`src/rtl/err_coder_pkg.sv`:
```
// Shared definitions for the pulse-count error coder and the trigger-side decoder.
package err_coder_pkg;

   typedef enum logic [1:0] {
      IDLE = 2'd0,
      SEND = 2'd1,
      GAP  = 2'd2
   } state_t;

   localparam int ERR_CODE_DEF  = 1;
   localparam int STOP_CODE_DEF = 2;
   localparam int WARN_CODE_DEF = 3;

endpackage

```
`src/rtl/pulse_frame_tx.sv`:
```
// Serialises one pulse-count frame (code high cycles inside FRAME_LEN) followed by a forced-low gap.
//
// state | meaning
// IDLE  | line low, ready to accept a frame
// SEND  | frame bits on the line, cnt = index of bit currently driven
// GAP   | forced low, gcnt = gap cycle currently driven (1..GAP_LEN)
module pulse_frame_tx
   import err_coder_pkg::*;
#(
   parameter int FRAME_LEN = 4,
   parameter int GAP_LEN   = 2,
   parameter int CODE_W    = 3
) (
   input  logic              clk,
   input  logic              rst_n,
   input  logic              load,
   input  logic [CODE_W-1:0] code,
   output logic              err_out,
   output logic              busy,
   output logic              ready
);

   localparam int                GAP_W    = $clog2(GAP_LEN + 1);
   localparam logic [CODE_W-1:0] LAST_BIT = CODE_W'(FRAME_LEN - 1);
   localparam logic [GAP_W-1:0]  LAST_GAP = GAP_W'(GAP_LEN);

   state_t            state;
   logic [CODE_W-1:0] cnt;
   logic [CODE_W-1:0] code_r;
   logic [GAP_W-1:0]  gcnt;
   logic              start;

   // The last gap cycle can hand over directly to the next frame, keeping frames back-to-back.
   assign ready = (state == IDLE) || ((state == GAP) && (gcnt == LAST_GAP));
   assign start = load && ready;

   always_ff @(posedge clk or negedge rst_n) begin
      if (!rst_n) begin
         state   <= IDLE;
         cnt     <= '0;
         code_r  <= '0;
         gcnt    <= '0;
         err_out <= 1'b0;
         busy    <= 1'b0;
      end else if (start) begin
         state   <= SEND;
         code_r  <= code;
         cnt     <= '0;
         err_out <= (code != '0);
         busy    <= 1'b1;
      end else begin
         case (state)
            IDLE: begin
               err_out <= 1'b0;
               busy    <= 1'b0;
            end
            SEND: begin
               if (cnt == LAST_BIT) begin
                  state   <= GAP;
                  gcnt    <= GAP_W'(1);
                  err_out <= 1'b0;
               end else begin
                  cnt     <= cnt + 1'b1;
                  err_out <= ((cnt + 1'b1) < code_r);
               end
            end
            GAP: begin
               err_out <= 1'b0;
               if (gcnt == LAST_GAP) begin
                  state <= IDLE;
                  busy  <= 1'b0;
               end else begin
                  gcnt <= gcnt + 1'b1;
               end
            end
            default: begin
               state   <= IDLE;
               err_out <= 1'b0;
               busy    <= 1'b0;
            end
         endcase
      end
   end

endmodule

```
`src/rtl/error_encoder_mc.sv`:
```
// Multi-channel error coder: queues ERROR/STOP/WARNING events and sends them as pulse-count frames.
module error_encoder_mc
   import err_coder_pkg::*;
#(
   parameter int N_ERR     = 4,
   parameter int FRAME_LEN = 4,
   parameter int GAP_LEN   = 2,
   parameter int ERR_CODE  = ERR_CODE_DEF,
   parameter int STOP_CODE = STOP_CODE_DEF,
   parameter int WARN_CODE = WARN_CODE_DEF,
   parameter int DROP_W    = 8
) (
   input  logic              clk,
   input  logic              rst_n,
   input  logic              live_rising,
   input  logic [N_ERR-1:0]  err_in,
   input  logic              stop_rising,
   input  logic              stop_falling,
   input  logic              warn_in,
   output logic              err_out,
   output logic              busy,
   output logic              err_sent,
   output logic [N_ERR-1:0]  err_latched,
   output logic [DROP_W-1:0] drop_cnt
);

   localparam int CODE_W = $clog2(FRAME_LEN + 1);

   if ((FRAME_LEN <= ERR_CODE) || (FRAME_LEN <= STOP_CODE) || (FRAME_LEN <= WARN_CODE) ||
       (GAP_LEN < 1)) begin : g_param_check
      $error("error_encoder_mc: FRAME_LEN must exceed every code and GAP_LEN must be >= 1");
   end

   logic              err_pend;
   logic              stop_pend;
   logic              warn_pend;
   logic              warn_q;
   logic              ready;
   logic              load;
   logic [CODE_W-1:0] code_sel;
   logic              clr_err;
   logic              clr_stop;
   logic              clr_warn;
   logic              set_err;
   logic              stop_ev;
   logic              warn_ev;
   logic              drop_stop;
   logic              drop_warn;
   logic [DROP_W:0]   drop_sum;

   always_comb begin
      load     = ready && (err_pend || stop_pend || warn_pend);
      clr_err  = load && err_pend;
      clr_stop = load && !err_pend && stop_pend;
      clr_warn = load && !err_pend && !stop_pend;
      if (err_pend)       code_sel = CODE_W'(ERR_CODE);
      else if (stop_pend) code_sel = CODE_W'(STOP_CODE);
      else                code_sel = CODE_W'(WARN_CODE);

      // A live_rising cycle already belongs to the new spill, so the old err_sent no longer blocks.
      set_err   = (|err_in) && !(err_sent && !live_rising) && !err_pend;
      stop_ev   = stop_rising || stop_falling;
      warn_ev   = warn_in && !warn_q;
      drop_stop = stop_ev && stop_pend && !clr_stop && !live_rising;
      drop_warn = warn_ev && warn_pend && !clr_warn && !live_rising;
      drop_sum  = {1'b0, drop_cnt} + (DROP_W + 1)'(drop_stop) + (DROP_W + 1)'(drop_warn);
   end

   always_ff @(posedge clk or negedge rst_n) begin
      if (!rst_n) begin
         err_pend    <= 1'b0;
         stop_pend   <= 1'b0;
         warn_pend   <= 1'b0;
         warn_q      <= 1'b0;
         err_sent    <= 1'b0;
         err_latched <= '0;
         drop_cnt    <= '0;
      end else begin
         warn_q <= warn_in;

         if (set_err)                                err_pend <= 1'b1;
         else if (clr_err || (live_rising && !(|err_in))) err_pend <= 1'b0;

         if (stop_ev)                       stop_pend <= 1'b1;
         else if (clr_stop || live_rising)  stop_pend <= 1'b0;

         if (warn_ev)                       warn_pend <= 1'b1;
         else if (clr_warn || live_rising)  warn_pend <= 1'b0;

         if (clr_err)          err_sent <= 1'b1;
         else if (live_rising) err_sent <= 1'b0;

         err_latched <= (live_rising ? '0 : err_latched) | err_in;

         if (live_rising)           drop_cnt <= '0;
         else if (drop_sum[DROP_W]) drop_cnt <= '1;
         else                       drop_cnt <= drop_sum[DROP_W-1:0];
      end
   end

   pulse_frame_tx #(
      .FRAME_LEN (FRAME_LEN),
      .GAP_LEN   (GAP_LEN),
      .CODE_W    (CODE_W)
   ) u_tx (
      .clk     (clk),
      .rst_n   (rst_n),
      .load    (load),
      .code    (code_sel),
      .err_out (err_out),
      .busy    (busy),
      .ready   (ready)
   );

endmodule

```
`config.mk`:
```
export PLATFORM = sky130hd
export DESIGN_NAME = error_encoder_mc
export DESIGN_NICKNAME = d
export VERILOG_FILES = /design/src/rtl/err_coder_pkg.sv /design/src/rtl/pulse_frame_tx.sv /design/src/rtl/error_encoder_mc.sv
export SDC_FILE = /design/constraint.sdc
export NUM_CORES = 1
export LEC_CHECK = 0
export CAP_MARGIN = 25
export CORE_ASPECT_RATIO = 1.5
export CORE_UTILIZATION = 40
export CTS_CLUSTER_DIAMETER = 80
export CTS_CLUSTER_SIZE = 28
export DETAILED_ROUTE_END_ITERATION = 6
export PLACE_DENSITY = 0.76
export SYNTH_ARGS = -nofsm -noshare
export SYNTH_HDL_FRONTEND = slang
export SYNTH_SLANG_ARGS = --single-unit
export TNS_END_PERCENT = 30
```
`constraint.sdc`:
```
create_clock -name clk -period 4.4 [get_ports clk]
set_input_delay 0.88 -clock clk [delete_from_list [all_inputs] [get_ports clk]]
set_output_delay 0.88 -clock clk [all_outputs]
set_load 0.005 [all_outputs]
```
Yosys cells after proc, flatten, opt, wreduce, memory -nomap -nowiden

Cells that the tools add are included.

Register bits after elaboration: 29
Input port bits: 10
Word-level logic and storage cells: 106

Add/sub/neg operators: 4
Order comparisons: 1
Eq/ne operators: 11
Multiplexer cells: 29
Bitwise gates (word level): 2
Reductions and logical operators: 46

Operators with widths:

| cell                                                                   | count |
|---|---|
| 1-bit logical AND                                                      | 18 |
| 8-bit two-way mux                                                      | 2 |
| 1-bit two-way mux                                                      | 14 |
| 3-bit two-way mux                                                      | 4 |
| 2-bit nonzero test                                                     | 6 |
| 2-bit two-way mux                                                      | 5 |
| 8-bit by 1-bit adder with 9-bit output                                 | 1 |
| 9-bit by 1-bit adder with 9-bit output                                 | 1 |
| 1-bit zero test                                                        | 8 |
| 2-bit by 1-bit != test with 1-bit output (second input constant)       | 4 |
| 1-bit logical OR                                                       | 7 |
| 2-bit one-hot mux with 3 select lines                                  | 1 |
| 2-bit equality test (second input constant)                            | 2 |
| 4-bit two-way mux                                                      | 1 |
| 4-bit bitwise OR                                                       | 1 |
| 2-bit one-hot mux with 2 select lines                                  | 1 |
| 2-bit AND reduction                                                    | 2 |
| 4-bit AND reduction                                                    | 1 |
| 4-bit OR reduction                                                     | 1 |
| 3-bit by 1-bit adder with 3-bit output (second input constant)         | 1 |
| 3-bit by 2-bit equality test with 1-bit output (second input constant) | 1 |
| 3-bit < comparator                                                     | 1 |
| 3-bit by 1-bit != test with 1-bit output (second input constant)       | 1 |
| 3-bit by 2-bit != test with 1-bit output (second input constant)       | 1 |
| other kinds (8)                                                        | 8 |

Depth between registers and ports, before layout

Gate-level depths: netlist of the first run.

Depth in word-level cells: 13
Gate-level depth with buffers: 11
Depth with buffers taken out: 11

By module

A second synthesis of the first run with hierarchy kept.

Cells, all modules: 132
Area total of the unflattened synthesis: 1,403.8 sq um

Modules (own cells, without submodules):

| module           | instances | cells an instance | area an instance (sq um) |
|---|---|---|---|
| error_encoder_mc | 1         | 75                | 778.2 |
| pulse_frame_tx   | 1         | 57                | 625.6 |

Worst setup path before layout of the first run

OpenSTA, ideal clock, no wires.

Path type: input to register
Start point: input live_rising
End point: register drop_cnt[7]
Data arrival time: 2.906 ns
Data required time: 4.280 ns
Setup slack: 1.374 ns
Stages: 8
Cells stage by stage: clkbuf_1 -> inv_1 -> o311ai_0 -> or3_1 -> fa_1 -> nand4b_1 -> or4b_1 -> and3_1

Word-level cells in the longest chain between the ends: 6
Elaborated cells between the ends (all ways): 7
Classes of those cells: add/sub: 2; mux: 2; reduce/logical: 3

RTL lines:

| item                                   | RTL line                                       | RTL |
|---|---|---|
| start: declaration                     | error_encoder_mc.sv:15                         | `input logic live_rising,` |
| 1-bit zero test                        | error_encoder_mc.sv:64, error_encoder_mc.sv:65 |  |
| 1-bit logical AND                      | error_encoder_mc.sv:64                         | `drop_stop = stop_ev && stop_pend && !clr_stop && !live_rising;` |
| 8-bit by 1-bit adder with 9-bit output | error_encoder_mc.sv:66                         | `drop_sum = {1'b0, drop_cnt} + (DROP_W + 1)'(drop_stop) + (DROP_W + 1)'(drop_warn);` |
| 9-bit by 1-bit adder with 9-bit output | error_encoder_mc.sv:66                         |  |
| 8-bit two-way mux                      | error_encoder_mc.sv:96                         | `else if (drop_sum[DROP_W]) drop_cnt <= '1;` |
| 8-bit two-way mux *                    | error_encoder_mc.sv:95                         | `if (live_rising) drop_cnt <= '0;` |
| end signal: assignment                 | error_encoder_mc.sv:97                         | `else drop_cnt <= drop_sum[DROP_W-1:0];` |
| end: declaration                       | error_encoder_mc.sv:24                         | `output logic [DROP_W-1:0] drop_cnt` |

Mark *: on every way between the ends. The rest lies on a longest branch, timed or not.
A chain may end at the register's enable or synchronous reset.

Worst setup path after layout of the first run

Start point: input live_rising
End point: register drop_cnt[1]

The elaborated chain is that of the path after synthesis.

==> results of run 1 <==
[synthesized netlist by cell type (5+ instances only)]
cell type  count  area (um2)
a21o_1         5        37.5
dfrtp_1       28         701
inv_1         12        45.0
nand2_1        5        18.8
o21ai_0        5        25.0
ha_1           5        62.6
a21oi_1        7        35.0
nand2b_1       5        31.3
[power breakdown]
part | leakage, nW | switching, mW | internal [mW] | total [mW]
clock | 0.0357 | 0.0782 | 0.122 | 0.200
sequential | 0.342 | 0.0504 | 0.322 | 0.372
combinational | 0.363 | 0.149 | 0.163 | 0.312
[area by class of cell]
| cell class | count | area, um2 |
|---|---|---|
| well taps | 40 | 50.0 |
| inverters | 12 | 45.0 |
| repair buffers | 26 | 275 |
| fillers | 270 | 1460 |
| clock inverters | 1 | 30.0 |
| multi-input cells | 75 | 554 |
| flip-flops and latches | 28 | 701 |
| clock buffers | 3 | 41.3 |
[through the flow]
step	worst slack, ns	instances	utilization [%]	power (mW)
floorplan	1.37	118	-	0.589
global placement	0.729	180	50.6	0.667
detailed placement	0.551	181	51.4	0.692
CTS	0.836	185	53.7	0.893
global route	0.604	185	53.7	0.947
finish	0.791	185	53.7	0.884
[metal layers]
layer	track usage [%]	routed length (um)	vias to the layer above
met5	0	0	-
met4	8.82	80	0
met3	2.31	114	12
met2	31.5	1400	33
met1	17.7	1050	485
li1	-	-	482
[critical path, cell delays in order]
cell and delay [ns]:
clkdlybuf4s50_1 0.56, inv_1 0.28, o311ai_0 0.20, or3_1 0.37, fa_1 0.47, inv_1 0.10
ha_1 0.22, and4_1 0.27, nand4_1 0.21, a21oi_1 0.23
[logic make-up (layout without fill, tap and decap cells)]
group	count (synthesis)	count (layout)	synth area share [%]
compound gates	29	29	14.6
xor+xnor	2	2	1.33
mux	3	3	2.37
simple gates	35	35	17.4
buf+inv	15	42	4.93
flops	28	28	53.1
fa+ha+maj	6	6	6.26
[state kept, by name, summed over array words and instances (netlist names)]
| name | count |
|---|---|
| u_tx.busy | 1 |
| err_sent | 1 |
| warn_pend | 1 |
| stop_pend | 1 |
| u_tx.err_out | 1 |
| u_tx.code_r | 2 |
| u_tx.state | 2 |
| warn_q | 1 |
| drop_cnt | 8 |
| u_tx.gcnt | 2 |
| err_pend | 1 |
| u_tx.cnt | 3 |
| err_latched | 4 |
[worst min-delay path by stage]
| stage | from | end | slack [ns] | cells after the start |
|---|---|---|---|---|
| after detailed placement | warn_q$_DFF_PN0_ | warn_pend$_DFFE_PN0P_ | 0.47 | 1 |
| final | warn_q$_DFF_PN0_ | warn_pend$_DFFE_PN0P_ | 0.48 | 1 |
| after CTS | warn_q$_DFF_PN0_ | warn_pend$_DFFE_PN0P_ | 0.48 | 1 |
| after floorplan | warn_q$_DFF_PN0_ | warn_pend$_DFFE_PN0P_ | 0.43 | 1 |
| after global routing | warn_q$_DFF_PN0_ | warn_pend$_DFFE_PN0P_ | 0.52 | 1 |
| after global placement | warn_q$_DFF_PN0_ | warn_pend$_DFFE_PN0P_ | 0.45 | 1 |
==> metrics.md, run 1 <==
| Metric | Value |
|---|---|
| Pleak | `0.740 nW` |
| Most used flip-flop cell after synthesis | `dfrtp_1` |
| Initial Utilization | `roughly two fifths` |
| Synth Net Count | `roughly 130` |
| Area grow syn2layout | `28.5%` |
| Mapped Cells | `118` |
| Via density | `5.47` |
| Postcts setup bufs | `0` |
| Die Ht | `72.4 um` |
| First-pass GRT wire length | `4490 um` |
| Nets@finish | `162` |
| Layout cell share with drive strength beyond 1 | `8.97%` |
| Worst-path clk slew | `0.09 ns` |
| Area of the core | `3160 um2` |
| Buffers on Ports | `24` |
| GRT overflow | `0` |
| Reg-to-Reg End | `drop_cnt[1]$_DFF_PN0_` |
| Hold Violations, Final | `0` |
| Max Root-Sink Buffers | `2` |
| Worst hold slack | `between 0.4 and 0.5 ns` |
| Pwr dens | `521 nW/um2` |
| Max Slew Vio Count | `0` |
| Reg2Reg Depth | `11` |
| Final min period | `between 3 and 4 ns` |
| HP Class | `reg2reg` |
| ANT cells | `0` |
| FP Rows | `25` |
| Synth Area per Inst | `11.2 um2` |
| Antenna violations before repair | `0` |
| Register bit count reported by yosys | `28` |
| Synthesized area | `1320 um2` |
| Drt wl/cell | `14.3 um` |
| Register area share after synthesis | `53.1%` |
| DP HPWL | `slightly above 2000 um` |
| Synth Warn # | `0` |
| Drt first pass iters | `4` |
| GP Congestion | `0.760` |
| Critical Path Start Type | `primary input` |
| Crit Reg-Reg Startpoint | `u_tx.gcnt[0]$_DFFE_PN0P_` |
| Critical Path RT | `4.59 ns` |
| Vias in the first global route | `approximately 1000` |
| CTS root buffer | `clkbuf_8` |
| Drt first-iter violations | `11` |
| DRC Markers | `0` |
| Largest fanout on the critical path | `9` |
| Outcome | `completed` |
| Fmax | `roughly 280 MHz` |
| CTS tree | `built` |
| Routed via count | `1012` |
| Total I/O pin count | `25` |
| RSZ-0062 raised after global routing | `false` |
| Count of cell types in the netlist | `45` |
| Most frequent cells in the layout | `dfrtp_1 (28), clkdlybuf4s50_1 (24), inv_1 (12), a21oi_1 (7)` |
| Full die area | `between 3000 and 4000 um2` |
| Die X | `48.9 um` |
| Worst-Margin Slew | `between 0.5 and 0.6 ns` |
| Setup Viol. Count Final | `0` |
| Post-CTS Resized | `0` |
| Clock latency at the later pin of the worst-skew pair | `0.27 ns` |
| Final period util | `82.0%` |
| Final WL | `~2600 um` |
| EDFF count, synth | `0` |
| Maxcap violations | `0` |
| Post-DP Area | `1630 um2` |
| ANT nets after route | `0` |
| Slew margin rel. | `62.9%` |
| Fin area | `1700 um2` |
| Hold-fix buffers, CTS | `0` |
| Setup crit end kind | `flop` |
| Largest net degree at the start of global routing | `18` |
| Most common cell after layout, fill and taps aside | `dfrtp_1` |
| Reg2reg setup slack | `~1.3 ns` |
| GRT Util Overall | `roughly 17%` |
| Final setup TNS | `0 ns` |
| Final Skew | `0.00340 ns` |
| Total CTS buffers | `3` |
| Ys async rst share | `100%` |
| Critical Path Source | `live_rising` |
| Arr. time, crit path | `3.80 ns` |
| H-tree depth | `1` |
| Worst Setup Path Type | `in2reg` |
| # clock sinks | `28` |
| Worst vdd ir | `about 0.00025 V` |
| Worst setup path end | `drop_cnt[1]$_DFF_PN0_` |
Note: power is estimated with default switching activity, not from simulation.
==> inputs of run 2 (changes only) <==
--- a/config.mk
+++ b/config.mk
@@ -11,7 +11,7 @@
 export CTS_CLUSTER_DIAMETER = 80
 export CTS_CLUSTER_SIZE = 28
 export DETAILED_ROUTE_END_ITERATION = 6
-export PLACE_DENSITY = 0.76
+export PLACE_DENSITY = 0.78
 export SYNTH_ARGS = -nofsm -noshare
 export SYNTH_HDL_FRONTEND = slang
 export SYNTH_SLANG_ARGS = --single-unit
==> constraint.sdc (replaced) <==
create_clock -name clk -period 2.95 [get_ports clk]
set_input_delay 0.59 -clock clk [delete_from_list [all_inputs] [get_ports clk]]
set_output_delay 0.59 -clock clk [all_outputs]
set_load 0.005 [all_outputs]
==> metrics.md, run 2 (synthesized netlist as in run 1, its figures left out) <==
| Metric | Value |
|---|---|
| Outcome | `completed` |
| Die X | `48.9 um (unchanged)` |
| Most common cell after layout, fill and taps aside | `dfrtp_1` |
| Largest net degree at the start of global routing | `29 (+11)` |
| Final Skew | `0.00107 ns (-0.00233 ns)` |
| ANT nets after route | `0 (unchanged)` |
| DP HPWL | `1980 um (-3.1%)` |
| Antenna violations before repair | `0 (unchanged)` |
| DRC Markers | `0 (unchanged)` |
| Pleak | `0.751 nW (+1.5%)` |
| Fin area | `1710 um2 (+0.81%)` |
| GRT overflow | `0 (unchanged)` |
| Largest fanout on the critical path | `5 (-4)` |
| Setup Viol. Count Final | `0 (unchanged)` |
| Nets@finish | `167 (+3.1%)` |
| GRT Util Overall | `17.4% (+0.74 points)` |
| First-pass GRT wire length | `4780 um (+6.5%)` |
| Total CTS buffers | `3 (unchanged)` |
| Critical Path Source | `u_tx.gcnt[0]$_DFFE_PN0P_` |
| Layout cell share with drive strength beyond 1 | `14.0% (+5.0 points)` |
| Full die area | `3540 um2 (unchanged)` |
| Initial Utilization | `41.8% (unchanged)` |
| Maxcap violations | `0 (unchanged)` |
| CTS root buffer | `clkbuf_8` |
| Slew margin rel. | `72.6% (+9.7 points)` |
| Via density | `5.31 (-2.9%)` |
| Final period util | `94.0%` |
| GP Congestion | `0.757 (-0.32%)` |
| Setup crit end kind | `flop` |
| Area of the core | `3160 um2 (unchanged)` |
| Reg2reg setup slack | `0.18 ns (-1.08 ns)` |
| Drt first-iter violations | `5 (-6)` |
| Area grow syn2layout | `29.6%` |
| ANT cells | `0 (unchanged)` |
| Hold-fix buffers, CTS | `0 (unchanged)` |
| Critical Path Start Type | `flop` |
| Pwr dens | `740 nW/um2 (+42%)` |
| Max Slew Vio Count | `0 (unchanged)` |
| Fmax | `~360 MHz` |
| Largest register FFs | `8 (unchanged)` |
| Drt first pass iters | `4 (unchanged)` |
| Die Ht | `72.4 um (unchanged)` |
| Final WL | `2630 um (-0.53%)` |
| H-tree depth | `1 (unchanged)` |
| Hold Violations, Final | `0 (unchanged)` |
| Final min period | `2.77 ns` |
| Clock latency at the later pin of the worst-skew pair | `0.27 ns (about the same)` |
| Buffers on Ports | `24 (unchanged)` |
| Worst hold slack | `0.455 ns (-0.0209 ns)` |
| Worst-path clk slew | `0.09 ns (about the same)` |
| Top Registers | `drop_cnt x8, err_latched x4, u_tx.cnt x3` |
| Crit Reg-Reg Startpoint | `u_tx.gcnt[0]$_DFFE_PN0P_` |
| Reg-to-Reg End | `drop_cnt[5]$_DFF_PN0_` |
| Worst vdd ir | `0.000354 V (+39%)` |
| Post-DP Area | `1640 um2 (+0.62%)` |
| Reg with most FFs | `drop_cnt` |
| Critical Path RT | `3.14 ns (-1.45 ns)` |
| Hold Crit Depth | `1 (unchanged)` |
| Routed via count | `1009 (-0.30%)` |
| Drt wl/cell | `13.9 um (-3.1%)` |
| Vias in the first global route | `1041 (+0.39%)` |
| Dpl cells | `185 (+2.2%)` |
| Worst Min Path Start | `warn_q$_DFF_PN0_` |
| Hold endpoint | `warn_pend$_DFFE_PN0P_` |
| Worst Setup Path Type | `reg2reg` |
| Reg2Reg Depth | `12 (+1)` |
| Worst-Margin Slew | `0.408 ns (-0.147 ns)` |
| HP Class | `reg2reg` |
| # clock sinks | `28 (unchanged)` |
| Total I/O pin count | `25 (unchanged)` |
| Max Root-Sink Buffers | `2 (unchanged)` |
| Most frequent cells in the layout | `dfrtp_1 (28), clkdlybuf4s50_1 (24), inv_1 (12), buf_4 (7), a21oi_1 (6)` |
| CTS tree | `built` |
| FP Rows | `25 (unchanged)` |
| Final Core Density | `54.1% (+0.44 points)` |
| Arr. time, crit path | `2.97 ns (-0.83 ns)` |
| Non-filler instance count after layout | `190 (+2.7%)` |
[run 2: metrics by stage]
stage               TNS [ns]  power (mW)  worst slack, ns
floorplan                  0       0.879            0.214
global placement     -0.0166        1.00          -0.0166
detailed placement    -0.910        1.03           -0.163
CTS                        0        1.27           0.0523
global route         -0.0328        1.38          -0.0186
finish                     0        1.27            0.177
[run 2: layer usage]
layer | wire (um) | part of all wire [%] | GRT usage (%) | vias to the layer above
met4 | 22 | 0.84 | 5.88 | 0
met1 | 1070 | 40 | 21.1 | 502
met5 | 0 | 0 | 0 | -
li1 | - | - | - | 485
met3 | 83 | 3.2 | 1.89 | 4
met2 | 1460 | 55 | 31.9 | 18
[run 2: worst max path at each step]
stage	depth (start not counted)	endpoint
after floorplan	8	drop_cnt[7]$_DFF_PN0_
after global placement	8	drop_cnt[7]$_DFF_PN0_
after detailed placement	10	drop_cnt[5]$_DFF_PN0_
after CTS	11	drop_cnt[7]$_DFF_PN0_
after global routing	12	drop_cnt[5]$_DFF_PN0_
final	12	drop_cnt[5]$_DFF_PN0_
[run 2: layout make-up]
class                           count  area, um2
Clock buffer                        4       55.1
Fill cell                         278       1450
Inverter                           12       45.0
Multi-Input combinational cell     75        567
Sequential cell                    28        701
Tap cell                           40       50.0
Timing Repair Buffer               31        293
[run 2: timing repair]
item | in CTS | in global routing
buffers inserted | 0 | 1
hold endpoints to repair | 0 | 0
setup endpoints to repair | 0 | 7
gates resized for setup | 0 | 5
[run 2: power breakdown]
group | internal (mW) | switching [mW]
sequential | 0.480 | 0.0804
combinational | 0.251 | 0.220
clock | 0.119 | 0.114
[run 2: worst max-delay path: stages, from the launching register on]
cell and delay (ns):
dfrtp_1 0.33, inv_1 0.07, ha_1 0.23, and2b_2 0.26
o311ai_2 0.12, or3_1 0.35, fa_1 0.44, inv_1 0.07
ha_1 0.16, and4_1 0.21, nand4_1 0.12, buf_4 0.19
a31oi_1 0.13
